### src/rtl/serial_arith_pkg.sv
// Shared definitions for the bit-serial arithmetic blocks:
// the controller state encoding and the default operand width.
package serial_arith_pkg;

    localparam int DEFAULT_WIDTH = 8;

    typedef enum logic [1:0] {
        IDLE  = 2'b00,
        SHIFT = 2'b01,
        DONE  = 2'b10
    } state_t;

endpackage

### src/rtl/full_subtractor.sv
// One-bit full subtractor: difference and borrow-out from x - y - Bin.
// Purely combinational; the serial controller owns every flop.
module full_subtractor (
    input  logic Bin,
    input  logic x,
    input  logic y,
    output logic d,
    output logic Bout
);

    assign d    = x ^ y ^ Bin;
    assign Bout = (~x & y) | (~x & Bin) | (y & Bin);

endmodule

### src/rtl/serial_subtractor.sv
// Bit-serial unsigned subtractor: computes (x - y) mod 2^N one bit per clock,
// LSB first, reusing a single full_subtractor cell and a borrow flop.
module serial_subtractor
    import serial_arith_pkg::*;
#(
    parameter int N = DEFAULT_WIDTH
) (
    input  logic         Clock,
    input  logic         Resetn,
    input  logic         start,
    input  logic [N-1:0] x,
    input  logic [N-1:0] y,
    output logic         busy,
    output logic         done,
    output logic [N-1:0] d,
    output logic         Bout
);

    localparam int CNT_W = $clog2(N + 1);

    state_t             state_q, state_d;
    logic [N-1:0]       xReg_q, xReg_d;
    logic [N-1:0]       yReg_q, yReg_d;
    logic [N-1:0]       res_q, res_d;
    logic               borrow_q, borrow_d;
    logic [CNT_W-1:0]   count_q, count_d;
    logic [N-1:0]       dOut_q, dOut_d;
    logic               bOut_q, bOut_d;

    logic               dBit;
    logic               bNext;

    full_subtractor uBit (
        .Bin  (borrow_q),
        .x    (xReg_q[0]),
        .y    (yReg_q[0]),
        .d    (dBit),
        .Bout (bNext)
    );

    always_comb begin
        state_d  = state_q;
        xReg_d   = xReg_q;
        yReg_d   = yReg_q;
        res_d    = res_q;
        borrow_d = borrow_q;
        count_d  = count_q;
        dOut_d   = dOut_q;
        bOut_d   = bOut_q;

        case (state_q)
            IDLE: begin
                if (start) begin
                    xReg_d   = x;
                    yReg_d   = y;
                    res_d    = '0;
                    borrow_d = 1'b0;
                    count_d  = '0;
                    state_d  = SHIFT;
                end
            end
            SHIFT: begin
                xReg_d   = {1'b0, xReg_q[N-1:1]};
                yReg_d   = {1'b0, yReg_q[N-1:1]};
                res_d    = {dBit, res_q[N-1:1]};
                borrow_d = bNext;
                count_d  = count_q + 1'b1;
                // The last bit is folded straight into the visible result so it
                // appears in the same cycle that done is raised.
                if (count_q == CNT_W'(N - 1)) begin
                    dOut_d  = {dBit, res_q[N-1:1]};
                    bOut_d  = bNext;
                    state_d = DONE;
                end
            end
            DONE: begin
                state_d = IDLE;
            end
            default: begin
                state_d = IDLE;
            end
        endcase
    end

    always_ff @(posedge Clock or negedge Resetn) begin
        if (!Resetn) begin
            state_q  <= IDLE;
            xReg_q   <= '0;
            yReg_q   <= '0;
            res_q    <= '0;
            borrow_q <= 1'b0;
            count_q  <= '0;
            dOut_q   <= '0;
            bOut_q   <= 1'b0;
        end else begin
            state_q  <= state_d;
            xReg_q   <= xReg_d;
            yReg_q   <= yReg_d;
            res_q    <= res_d;
            borrow_q <= borrow_d;
            count_q  <= count_d;
            dOut_q   <= dOut_d;
            bOut_q   <= bOut_d;
        end
    end

    assign busy = (state_q == SHIFT);
    assign done = (state_q == DONE);
    assign d    = dOut_q;
    assign Bout = bOut_q;

endmodule

### config.mk
export PLATFORM = sky130hd
export DESIGN_NAME = serial_subtractor
export DESIGN_NICKNAME = d
export VERILOG_FILES = /design/src/rtl/serial_arith_pkg.sv /design/src/rtl/full_subtractor.sv /design/src/rtl/serial_subtractor.sv
export SDC_FILE = /design/constraint.sdc
export NUM_CORES = 1
export LEC_CHECK = 0
export ABC_AREA = 1
export CAP_MARGIN = 40
export CELL_PAD_IN_SITES_DETAIL_PLACEMENT = 1
export CELL_PAD_IN_SITES_GLOBAL_PLACEMENT = 2
export CORE_MARGIN = 8
export CORE_UTILIZATION = 30
export DETAILED_ROUTE_END_ITERATION = 8
export GPL_ROUTABILITY_DRIVEN = 1
export PLACE_DENSITY_LB_ADDON = 0.2
export SETUP_SLACK_MARGIN = 0.2
export SYNTH_ARGS = -nofsm -noshare
export SYNTH_HDL_FRONTEND = slang
export SYNTH_SLANG_ARGS = --single-unit
### constraint.sdc
create_clock -name Clock -period 2.2 [get_ports Clock]
set_input_delay 0.55 -clock Clock [delete_from_list [all_inputs] [get_ports Clock]]
set_output_delay 0.55 -clock Clock [all_outputs]
set_load 0.01 [all_outputs]
---- After elaboration in Yosys (flattened, before gate mapping) ----
Cells that the tools add are included.
cells by class
  add/subtract/negate cells ............... 1
  equality and inequality tests ........... 5
  muxes and demuxes ....................... 13
  bitwise logic cells ..................... 8
  reduce and logical (&&, ||, !) cells .... 5
operator list
  kind                                                              number
  8-bit one-hot mux with 2 select lines                             3
  8-bit 2-to-1 mux                                                  3
  4-bit one-hot mux with 2 select lines                             1
  2-bit AND reduction                                               3
  4-bit by 1-bit adder with 4-bit output (second input constant)    1
  4-bit by 3-bit == test with 1-bit output (second input constant)  1
  2-bit 2-to-1 mux                                                  2
  4-bit 2-to-1 mux                                                  1
  2-bit one-hot mux with 2 select lines                             1
  1-bit bitwise AND                                                 3
  2-bit by 1-bit == test with 1-bit output (second input constant)  1
  2-bit == test (second input constant)                             1
  2-bit logical NOT                                                 1
  2-bit by 1-bit != test with 1-bit output (second input constant)  1
  2-bit != test (second input constant)                             1
  1-bit OR                                                          2
  1-bit one-hot mux with 2 select lines                             1
  2-bit nonzero test                                                1
  1-bit bitwise XOR                                                 2
  1-bit 2-to-1 mux                                                  1
  1-bit inverter                                                    1
storage, ports and cells
  register bits after elaboration ......... 40
  input bits .............................. 19
  output and inout port bits .............. 11
  word-level logic and storage cells ...... 40

---- Longest topological paths before layout ----
Gate-level depths: netlist of run 1.
  depth in word-level cells ............... 5
  mapped depth ............................ 6
  gate-level depth less buffers ........... 6

---- Modules after synthesis ----
A second synthesis of run 1 with hierarchy kept.
unflattened totals
  cell total of the unflattened synthesis .. 192
  area, all modules ....................... 1716.6 um^2
modules (own cells, without submodules)
  module             times used  cells each  area an instance (um^2)  seq. area each (um^2)
  serial_subtractor  1           189         1689.1                   975.9
  full_subtractor    1           3           27.5                     0.0

---- Least setup slack after synthesis of run 1 ----
No wires, ideal clock.
  path kind ............................... reg-to-output
  start ................................... reg state_q[1]
  end ..................................... out busy
  arrival ................................. 747 ps
  data required time ...................... 1650 ps
  slack ................................... 903 ps
  cell stages (with the launch flop) ...... 5
  buffers on the path ..................... 1
  path through ............................ dfrtp_1 > inv_2 > nand2_2 > inv_4 > buf_6
on the way
  word-level cells in the longest chain between the ends .. 1
ends and longest elaborated chain
  item                                      RTL line                  RTL
  start, declared                           serial_subtractor.sv:21   state_t state_q, state_d;
  start signal, assigned                    serial_subtractor.sv:96   state_q <= state_d;
  2-bit by 1-bit == test with 1-bit output  serial_subtractor.sv:107  assign busy = (state_q == SHIFT);
  end, declared                             serial_subtractor.sv:13   output logic busy,
Every way passes these cells.

---- Worst setup path after layout of run 1 ----
  start ................................... reg state_q[1]
  end ..................................... out done
on the way
  word-level cells in the longest chain between the ends .. 1
ends and longest elaborated chain
  item           RTL line                  RTL
  2-bit == test  serial_subtractor.sv:108  assign done = (state_q == DONE);
  end, declared  serial_subtractor.sv:14   output logic done,
Every way passes these cells.

==> results by group, run 1 <==
Outcome
  – Status: complete, no violations

Power and ir drop
  – Leakage: 1.03 nW
  – Pwr dens: around 1300 nW/um2
  – Total power: 2.82 mW
  – Max IR drop VDD: ~0.00040 V

Global route
  – Largest net degree at the start of global routing: 40
  – Total congestion overflow: 0
  – M1 GR Usage: 12.7%
  – Met3 Use GR: 3.79%
  – Met2 Use GR: 18.8%
  – Initial antenna violation count: 0
  – Gr usage total: ~11%
  – GR peak layer: met2
  – Vias in the first global route: 1,588
  – First-pass GRT wire length: between 7000 and 8000 um

Setup path
  – Critical Path End Type: output pin
  – Critical path required time: 1.65 ns
  – WS Path Type: reg -> out
  – R2R Path Start: state_q[0]
  – Worst-path fanout max: 3
  – Crit path from: state_q[1]
  – CP arrival: 1.35 ns
  – Startpoint class of the critical path: flip-flop

Logic synthesis
  – Syn Nets: 212
  – Top cell type's share of synthesized area: 56.9%
  – Post-synthesis instance total: approximately 190
  – Seq cells post-synth: 39
  – Number of flops mapped to enable cells by yosys: 0
  – Most common cell in the netlist: nand2_1
  – Top post-synthesis cells by area: dfrtp_1 (57%), nand2_1 (15%), nand3_1 (15%)
  – Post-Syn Area: 1710 um2
  – Ys Warns: 0
  – Async SR Flop Fraction: between 90% and 100%
  – Yosys cell types: 22
  – Area leader, netlist: dfrtp_1
  – Main synth FF type: dfrtp_1
  – Fraction of the yosys area taken by sequential cells: 56.9%
  – Top cells by count, synth: nand2_1 (69), nand3_1 (50), dfrtp_1 (39)
  – Avg Synthesized Cell Area: 8.97 um2

STA
  – Slew @ Worst Pin: 0.506 ns
  – Max Freq: 526 MHz
  – Clk_skew: 0.00525 ns
  – Final Hold Fails: 0
  – Min Clock Period, post-route: between 1.5 and 2 ns
  – Period utilization: 86.4%
  – Setup TNS: 0 ns
  – Final setup fails: 0
  – Slew Viols, Final: 0
  – Max-slew headroom: between 60% and 70%
  – RSZ-0062 raised after global routing: no

Floorplanning
  – Io pins: 30
  – Die extent in x: 91.6 um
  – Core area: 5510 um2
  – Die height: roughly 90 um
  – Initial Utilization: a little under a third
  – Rows: 27
  – Die footprint: ~8400 um2

CTS
  – Clock latency on the worst-skew pair: 0.29 ns
  – Hold buffer count at CTS: 0
  – Cts bufs inserted: 5
  – Clk root buf: clkbuf_8
  – TritonCTS clock tree: done
  – Num Clock Sinks: 39
  – H-tree levels: 2
  – Clock tree buffer depth: 2
  – Worst-path clk slew: 0.08 ns

Min path
  – Hold Crit Class: in -> async

Flow run
  – Max cap viols: 0

Route
  – Initial drt markers: 50
  – Drt drc: 0
  – Via density: ~4.8
  – Mean routed wirelength per cell: approximately 14 um
  – DR vias: 1,419
  – ANT nets after route: 0
  – WL final: 4230 um
  – Pre-antenna DRT Iters: 4

Place
  – Port Buf Inserts: 29
  – Final RePlAce weighted congestion: 0.706
  – Dpl hpwl: approximately 2900 um

Finish
  – Fill count: 655
  – Inserted Diodes: 0
  – Area Overhead vs Synth: 24.7%
  – Nets: 244
  – Layout cells sized above 1: 8.93%
## layout by cell type (no fill, tap or decap), types with 2 or more instances in the layout
| master | instances |
|---|---|
| buf_4 | 6 |
| clkbuf_1 | 2 |
| clkbuf_8 | 5 |
| clkdlybuf4s50_1 | 27 |
| dfrtp_1 | 39 |
| inv_1 | 4 |
| nand2_1 | 69 |
| nand2_2 | 2 |
| nand3_1 | 50 |
| nor2_1 | 3 |
| o21ai_0 | 2 |
## through the flow
step | worst slack (ns) | instance area [um2] | instances | util (%) | hold slack (ns)
after floorplan | 0.903 | 1710 | 191 | - | 0.254
after global placement | 0.437 | 2050 | 287 | 37.2 | 0.454
after detailed placement | 0.400 | 2050 | 287 | 37.2 | 0.460
after CTS | 0.200 | 2130 | 295 | 38.7 | 0.330
after global routing | 0.253 | 2140 | 296 | 38.8 | 0.342
final | 0.300 | 2140 | 296 | 38.8 | 0.313
## critical path, cell delays in order, from the launching register on
cell             delay [ns]
dfrtp_1                0.35
inv_2                  0.06
nor2_1                 0.11
clkdlybuf4s50_1        0.55
## flip-flops by register name, summed over array words and instances (netlist names)
register and flops:
count_q 4, res_q 7, borrow_q 1, d 8
xReg_q 8, yReg_q 8, state_q 2, Bout 1
## final timing paths
check / cells past startpoint / end / slack (ns)
max: 3 / done / 0.30
min: 2 / count_q[2] / 0.31
max reg2reg: 7 / Bout / 0.74
min reg2reg: 2 / d[1] / 0.47
max in group asynchronous: 2 / xReg_q[4] / 1.54
min in group Clock: 2 / d[1] / 0.47
## area by class of cell
type	instances	area (um2)	area share, %
clock buffers	7	76.3	3.57
clock inverters	1	5.00	0.234
inverters	6	25.0	1.17
multi-input cells	136	637	29.8
flip-flops and latches	39	976	45.6
well taps	72	90.1	4.21
repair buffers	35	329	15.4
## power breakdown
group / internal (mW) / switching (mW) / leakage (nW)
logic: 0.474 / 0.636 / 0.494
registers: 1.03 / 0.207 / 0.498
clock network: 0.223 / 0.250 / 0.0422
## logic make-up (layout without fill, tap and decap cells)
kind of cell | after synthesis | count (layout) | synth area share (%)
AO/OA/AOI/OAI | 5 | 5 | 1.68
buffers and inverters | 16 | 49 | 5.91
flip-flops | 39 | 39 | 56.9
adder cells (fa/ha/maj) | 2 | 2 | 1.90
AND/OR/NAND/NOR | 129 | 129 | 33.6
## metal layers
metal / vias to the layer above / part of all wire [%] / wire length [um]
li1: 688 / - / -
met1: 702 / 46 / 1940
met2: 25 / 49 / 2070
met3: 4 / 4.5 / 189
met4: 0 / 0.80 / 34
met5: - / 0 / 0
## what timing repair did
item / in CTS / in global routing
gates resized for setup: 1 / 0
buffers inserted: 0 / 1
endpoints found under the setup margin: 1 / 1
No activity file was read; power rests on OpenSTA's default activity.
==> run 2: changes to the inputs <==
- ABC_AREA: 1 -> unset
==> results by group, run 2 <==
Outcome
  – Status: complete, no violations

Global route
  – Initial antenna violation count: 0 (unchanged)
  – Total congestion overflow: 0 (unchanged)
  – First-pass GRT wire length: 7940 um (+4.7%)
  – Vias in the first global route: 1,505 (-5.2%)
  – Largest net degree at the start of global routing: 30 (-25%)
  – Gr usage total: 11.7% (+0.65 points)

Logic synthesis
  – Most common cell in the netlist: dfrtp_1
  – Yosys cell types: 25 (+14%)
  – Fraction of the yosys area taken by sequential cells: 56.3% (-0.66 points)
  – Ys Warns: 0 (unchanged)
  – Top post-synthesis cells by area: dfrtp_1 (56%), nor2b_1 (6.1%), a22oi_1 (6.1%)
  – Async SR Flop Fraction: 100% (unchanged)
  – Avg Synthesized Cell Area: 11.3 um2 (+25%)
  – Main synth FF type: dfrtp_1
  – Seq cells post-synth: 39 (unchanged)
  – Number of flops mapped to enable cells by yosys: 0 (unchanged)
  – Post-Syn Area: 1730 um2 (+1.2%)
  – Area leader, netlist: dfrtp_1
  – Top cells by count, synth: dfrtp_1 (39), nor2b_1 (17), o21ai_0 (17)
  – Post-synthesis instance total: 154 (-19%)
  – Top cell type's share of synthesized area: 56.3% (-0.66 points)
  – Syn Nets: 175 (-17%)

Place
  – Final RePlAce weighted congestion: 0.718 (+1.7%)
  – Dpl hpwl: 3270 um (+14%)
  – Port Buf Inserts: 29 (unchanged)
  – Placed insts: 255 (-11%)
  – Placed standard-cell area: 2140 um2 (+4.3%)

Finish
  – Layout cells sized above 1: 15.7% (+6.8 points)
  – Final Instance Area: 2250 um2 (+5.4%)
  – Commonest non-fill, non-tap cell in the layout: dfrtp_1
  – Commonest non-fill, non-tap cells in the layout: dfrtp_1 (39), clkdlybuf4s50_1 (26), nor2b_1 (17), o21ai_0 (17), a21oi_1 (16)
  – Area Overhead vs Synth: 30.0%
  – Fill count: 626 (-4.4%)
  – Non-filler cells, final: 263 (-11%)
  – Nets: 211 (-14%)
  – Inserted Diodes: 0 (unchanged)

Route
  – Initial drt markers: 52 (+4.0%)
  – Drt drc: 0 (unchanged)
  – ANT nets after route: 0 (unchanged)
  – DR vias: 1,320 (-7.0%)
  – WL final: 4610 um (+8.9%)
  – Mean routed wirelength per cell: 17.5 um (+23%)
  – Via density: 5.02 (+4.7%)
  – Pre-antenna DRT Iters: 4 (unchanged)

STA
  – Clk_skew: 0.0135 ns (+0.00828 ns)
  – RSZ-0062 raised after global routing: no
  – Final Hold Fails: 0 (unchanged)
  – Max Freq: 565 MHz (+7.3%)
  – Period utilization: 80.5% (-5.9 points)
  – Max-slew headroom: 48.8% (-17 points)
  – Slew @ Worst Pin: 0.768 ns (+0.262 ns)
  – Slew Viols, Final: 0 (unchanged)
  – Min Clock Period, post-route: 1.77 ns (-0.129 ns)
  – Setup TNS: 0 ns (unchanged)
  – Final setup fails: 0 (unchanged)

Setup path
  – Critical Path End Type: output pin
  – CP arrival: 1.22 ns (-0.13 ns)
  – WS Path Type: reg -> out
  – Critical path required time: 1.65 ns (about the same)
  – Worst-path fanout max: 5 (+2)
  – Crit-path slowest cell: dfrtp_1
  – Startpoint class of the critical path: flip-flop
  – Worst-path cell chain: nand2b_4, inv_1, dlygate4sd2_1
  – Delay-heaviest family, CP: flip-flops
  – Slowest stage delay, CP: 0.41 ns (-0.14 ns)
  – Buffers plus inverters on the worst setup path: 2 (unchanged)

Floorplanning
  – Die height: 92.0 um (+0.48%)
  – Rows: 27 (unchanged)
  – Initial Utilization: 31.3% (+0.17 points)
  – Die extent in x: 92.0 um (+0.48%)
  – Io pins: 30 (unchanged)
  – Die footprint: 8470 um2 (+0.96%)
  – Core area: 5540 um2 (+0.61%)

CTS
  – Worst-path clk slew: 0.09 ns (about the same)
  – H-tree levels: 2 (unchanged)
  – Num Clock Sinks: 39 (unchanged)
  – Clock latency on the worst-skew pair: 0.29 ns (about the same)
  – Clock tree buffer depth: 2 (unchanged)
  – Clk root buf: clkbuf_8
  – TritonCTS clock tree: done
  – Cts bufs inserted: 5 (unchanged)

Power and ir drop
  – Leakage: 0.959 nW (-7.3%)
  – Max IR drop VDD: 0.000598 V (+50%)
  – Total power: 3.05 mW (+8.2%)
  – Pwr dens: 1350 nW/um2 (+2.6%)

Min path
  – Hold Crit Class: in -> async

Flow run
  – Max cap viols: 0 (unchanged)
## run 2: cell count changes after synthesis, moves of 5 or more
cell	delta
a21oi_1	+15
a22o_1	+9
a22oi_1	+14
o21ai_0	+15
mux2_2	+9
nor2b_1	+17
nand3_1	-47
nand2_1	-63
clkbuf_1	+5
## run 2: cell type report
class	count	area (um2)	share of cell area, %
inverter	3	11.3	0.499
clock buffer	6	82.6	3.66
sequential	39	976	43.3
timing repair buffer	39	358	15.9
clock inverter	2	35.0	1.55
multi-input combinational	102	702	31.1
tap	72	90.1	4.00
## run 2: worst paths after layout
kind | from | to | slack (ns) | cells past startpoint
max | state_q[1] | busy | 0.43 | 3
min | Resetn | yReg_q[5] | 0.32 | 1
max reg2reg | count_q[0] | d[0] | 0.54 | 4
min reg2reg | d[5] | d[5] | 0.51 | 1
max in group asynchronous | Resetn | res_q[5] | 1.24 | 2
min in group Clock | d[5] | d[5] | 0.51 | 1
## run 2: layer usage
| layer | track usage [%] | vias to the layer above | wire (um) |
|---|---|---|---|
| li1 | - | 625 | - |
| met1 | 14.8 | 670 | 2180 |
| met2 | 18.8 | 23 | 2240 |
| met3 | 3.59 | 2 | 172 |
| met4 | 2.82 | 0 | 18 |
| met5 | 0 | - | 0 |
## run 2: power by group
group,internal [mW],leakage (nW),switching [mW],total [mW]
registers,1.02,0.504,0.230,1.25
logic,0.610,0.394,0.576,1.19
clock network,0.367,0.0612,0.255,0.622
total,1.99,0.959,1.06,3.05
## run 2: worst reg2reg max path, delay by kind of cell, from the launching register on
family | cells | cell delay, ns
multiplexers | 1 | 0.41
adder cells (fa/ha/maj) | 1 | 0.19
AND/OR/NAND/NOR | 2 | 0.55
flip-flops | 1 | 0.39
## run 2: metrics by stage
step	setup slack (ns)	util, %	hold slack [ns]
2_1_floorplan	0.620	-	0.254
3_3_place_gp	0.304	38.6	0.481
3_5_place_dp	0.242	38.6	0.499
4_1_cts	0.393	40.7	0.339
5_1_grt	0.348	40.7	0.360
6_report	0.429	40.7	0.321
## run 2: what timing repair did
| item | CTS | global route |
|---|---|---|
| setup endpoints to repair | 2 | 0 |
| hold buffers | 0 | 0 |
| setup buffers | 0 | 0 |
| gates resized for setup | 2 | 0 |
## run 2: cells by family after synthesis
logic type                 synth area share [%]
DFF                                        56.3
buffers and inverters                      3.25
AOI/OAI and AO/OA                          21.4
and+or+nand+nor                            10.8
adders and majority gates                  1.88
muxes                                      6.42
==> run 3: changes to the inputs <==
- clock period: 2.2 -> 1.4 ns (I/O delays scaled with it)
==> results by group, run 3 (synthesis results as in run 2) <==
Power and ir drop
  – Total power: 5.34 mW (+75%)
  – Max IR drop VDD: 0.000763 V (+28%)
  – Sequential power share: 37.1% (-3.7 points)
  – Psw: 1.94 mW (+83%)
  – Gate power share: 48.7% (+9.8 points)
  – Leakage: 1.13 nW (+18%)
  – Int Pwr: 3.40 mW (+70%)
  – Pwr dens: 2050 nW/um2 (+51%)
  – Clock power frac: 14.2% (-6.2 points)
  – Switch share: 36.4% (+1.6 points)

Floorplanning
  – Die height: 92.0 um (unchanged)
  – Die extent in x: 92.0 um (unchanged)
  – Initial Utilization: 31.3% (unchanged)
  – Die footprint: 8470 um2 (unchanged)
  – Io pins: 30 (unchanged)
  – Rows: 27 (unchanged)
  – Core area: 5540 um2 (unchanged)

STA
  – Max-slew headroom: 82.4% (+34 points)
  – Slew Viols, Final: 0 (unchanged)
  – Final Hold Fails: 0 (unchanged)
  – Setup ws final: -0.115 ns (-0.544 ns)
  – Period utilization: 108%
  – Final setup fails: 11 (+11)
  – Slew @ Worst Pin: 0.264 ns (-0.504 ns)
  – Clk_skew: 0.00506 ns (-0.00847 ns)
  – Min Clock Period, post-route: about 1.5 ns
  – Setup TNS: -1.05 ns (-1.05 ns)
  – RSZ-0062 raised after global routing: yes
  – Max Freq: 660 MHz

Setup path
  – Critical Path End Type: flip-flop
  – Critical path required time: 1.58 ns (-0.07 ns)
  – Crit-path slowest cell: dfrtp_1
  – Buffers plus inverters on the worst setup path: 3 (+1)
  – Most used cell, CP: buf_6
  – Worst-path cell chain: buf_6, nand2b_4, buf_6, nor3_4, buf_6, mux2_4
  – Slowest stage delay, CP: 0.39 ns (-0.02 ns)
  – CP arrival: 1.69 ns (+0.47 ns)
  – Worst R2R Path Depth: 6 (+2)
  – CP Depth: 6 (+3)
  – Delay-heaviest family, CP: buffers and inverters
  – Startpoint class of the critical path: flip-flop
  – WS Path Type: reg -> reg
  – Worst-path fanout max: 7 (+2)

Place
  – Final RePlAce weighted congestion: 0.707 (-1.5%)
  – Port Buf Inserts: 29 (unchanged)
  – Placed insts: 260 (+2.0%)
  – Dpl hpwl: 3360 um (+2.9%)
  – Placed standard-cell area: 2200 um2 (+2.7%)

CTS
  – Cts bufs inserted: 5 (unchanged)
  – Hold buffer count at CTS: 0 (unchanged)
  – Num Clock Sinks: 39 (unchanged)
  – Worst-path clk slew: 0.07 ns (-0.02 ns)
  – TritonCTS clock tree: done
  – Clock tree buffer depth: 2 (unchanged)
  – H-tree levels: 2 (unchanged)
  – Clock latency on the worst-skew pair: 0.29 ns (about the same)
  – Clk root buf: clkbuf_8

Finish
  – Area Overhead vs Synth: 50.0%
  – Commonest non-fill, non-tap cell in the layout: dfrtp_1
  – Nets: 230 (+9.0%)
  – Layout cells sized above 1: 41.1% (+25 points)
  – Final Instance Area: 2600 um2 (+15%)
  – Fill count: 595 (-5.0%)
  – Inserted Diodes: 0 (unchanged)
  – Commonest non-fill, non-tap cells in the layout: dfrtp_1 (38), clkdlybuf4s50_1 (16), nor2b_1 (15), o21ai_1 (15)
  – Non-filler cells, final: 281 (+6.8%)

Min path
  – Hold Crit Class: in -> async

Route
  – ANT nets after route: 0 (unchanged)
  – Pre-antenna DRT Iters: 4 (unchanged)
  – Initial drt markers: 41 (-21%)
  – Mean routed wirelength per cell: 18.0 um (+2.9%)
  – Via density: 5.01 (-0.24%)
  – DR vias: 1,407 (+6.6%)
  – Drt drc: 0 (unchanged)
  – WL final: 5060 um (+10%)

Global route
  – Initial antenna violation count: 0 (unchanged)
  – Vias in the first global route: 1,640 (+9.0%)
  – Largest net degree at the start of global routing: 40 (+33%)
  – Gr usage total: 12.7% (+1.0 points)
  – First-pass GRT wire length: 8490 um (+6.9%)
  – Total congestion overflow: 0 (unchanged)

Outcome
  – Failing checks: negative setup slack
  – Status: finished, violations left

Flow run
  – Max cap viols: 0 (unchanged)
run 3: power by group through the flow:
stage	sequential (mW)	clock (mW)	combinational, mW
after global placement	1.95	0	2.00
after detailed placement	1.98	0	2.08
after CTS	1.97	0.800	2.45
after floorplan	1.93	0	1.16
after global routing	2.04	0.842	2.86
final	1.98	0.757	2.60
run 3: what timing repair did:
action                                  4_1_cts  5_1_grt
cloned                                        1        0
hold endpoints to repair                      0        0
pin swaps                                    12       10
resized for setup                           109       17
buffers inserted                              9        4
endpoints found under the setup margin       49       49
run 3: area by class of cell:
cell class                 instances  area, um2  area share (%)
sequential                        39        977            37.6
inverter                           3       11.3           0.433
clock buffer                       6       82.6            3.17
multi-input combinational        102        883            34.0
tap                               72       90.1            3.46
clock inverter                     1       5.00           0.192
timing repair buffer              58        552            21.2
run 3: routing by layer:
metal	vias to the layer above	wire length, um	global-route usage (%)
met2	25	2720	23.5
met5	-	0	0
met3	7	174	3.34
li1	662	-	-
met1	713	2090	13.3
met4	0	85	4.97
run 3: worst paths after layout:
path,start,slack (ns),end
min in group Clock,res_q[1],0.51,res_q[1]
worst min register to register,res_q[1],0.51,res_q[1]
worst max-delay path,state_q[1],-0.12,d[4]
max in group asynchronous,Resetn,1.17,state_q[0]
worst min-delay path,Resetn,0.03,yReg_q[6]
worst max register to register,state_q[1],-0.12,d[4]
run 3: through the flow:
| stage | hold slack [ns] | setup WS, ns | util [%] |
|---|---|---|---|
| after floorplan | 0.0544 | -0.0207 | - |
| final | 0.0266 | -0.115 | 47.0 |
| after detailed placement | 0.341 | -0.231 | 39.7 |
| after global routing | 0.0353 | -0.164 | 47.0 |
| after global placement | 0.334 | -0.155 | 39.7 |
| after CTS | 0.0193 | -0.129 | 44.7 |
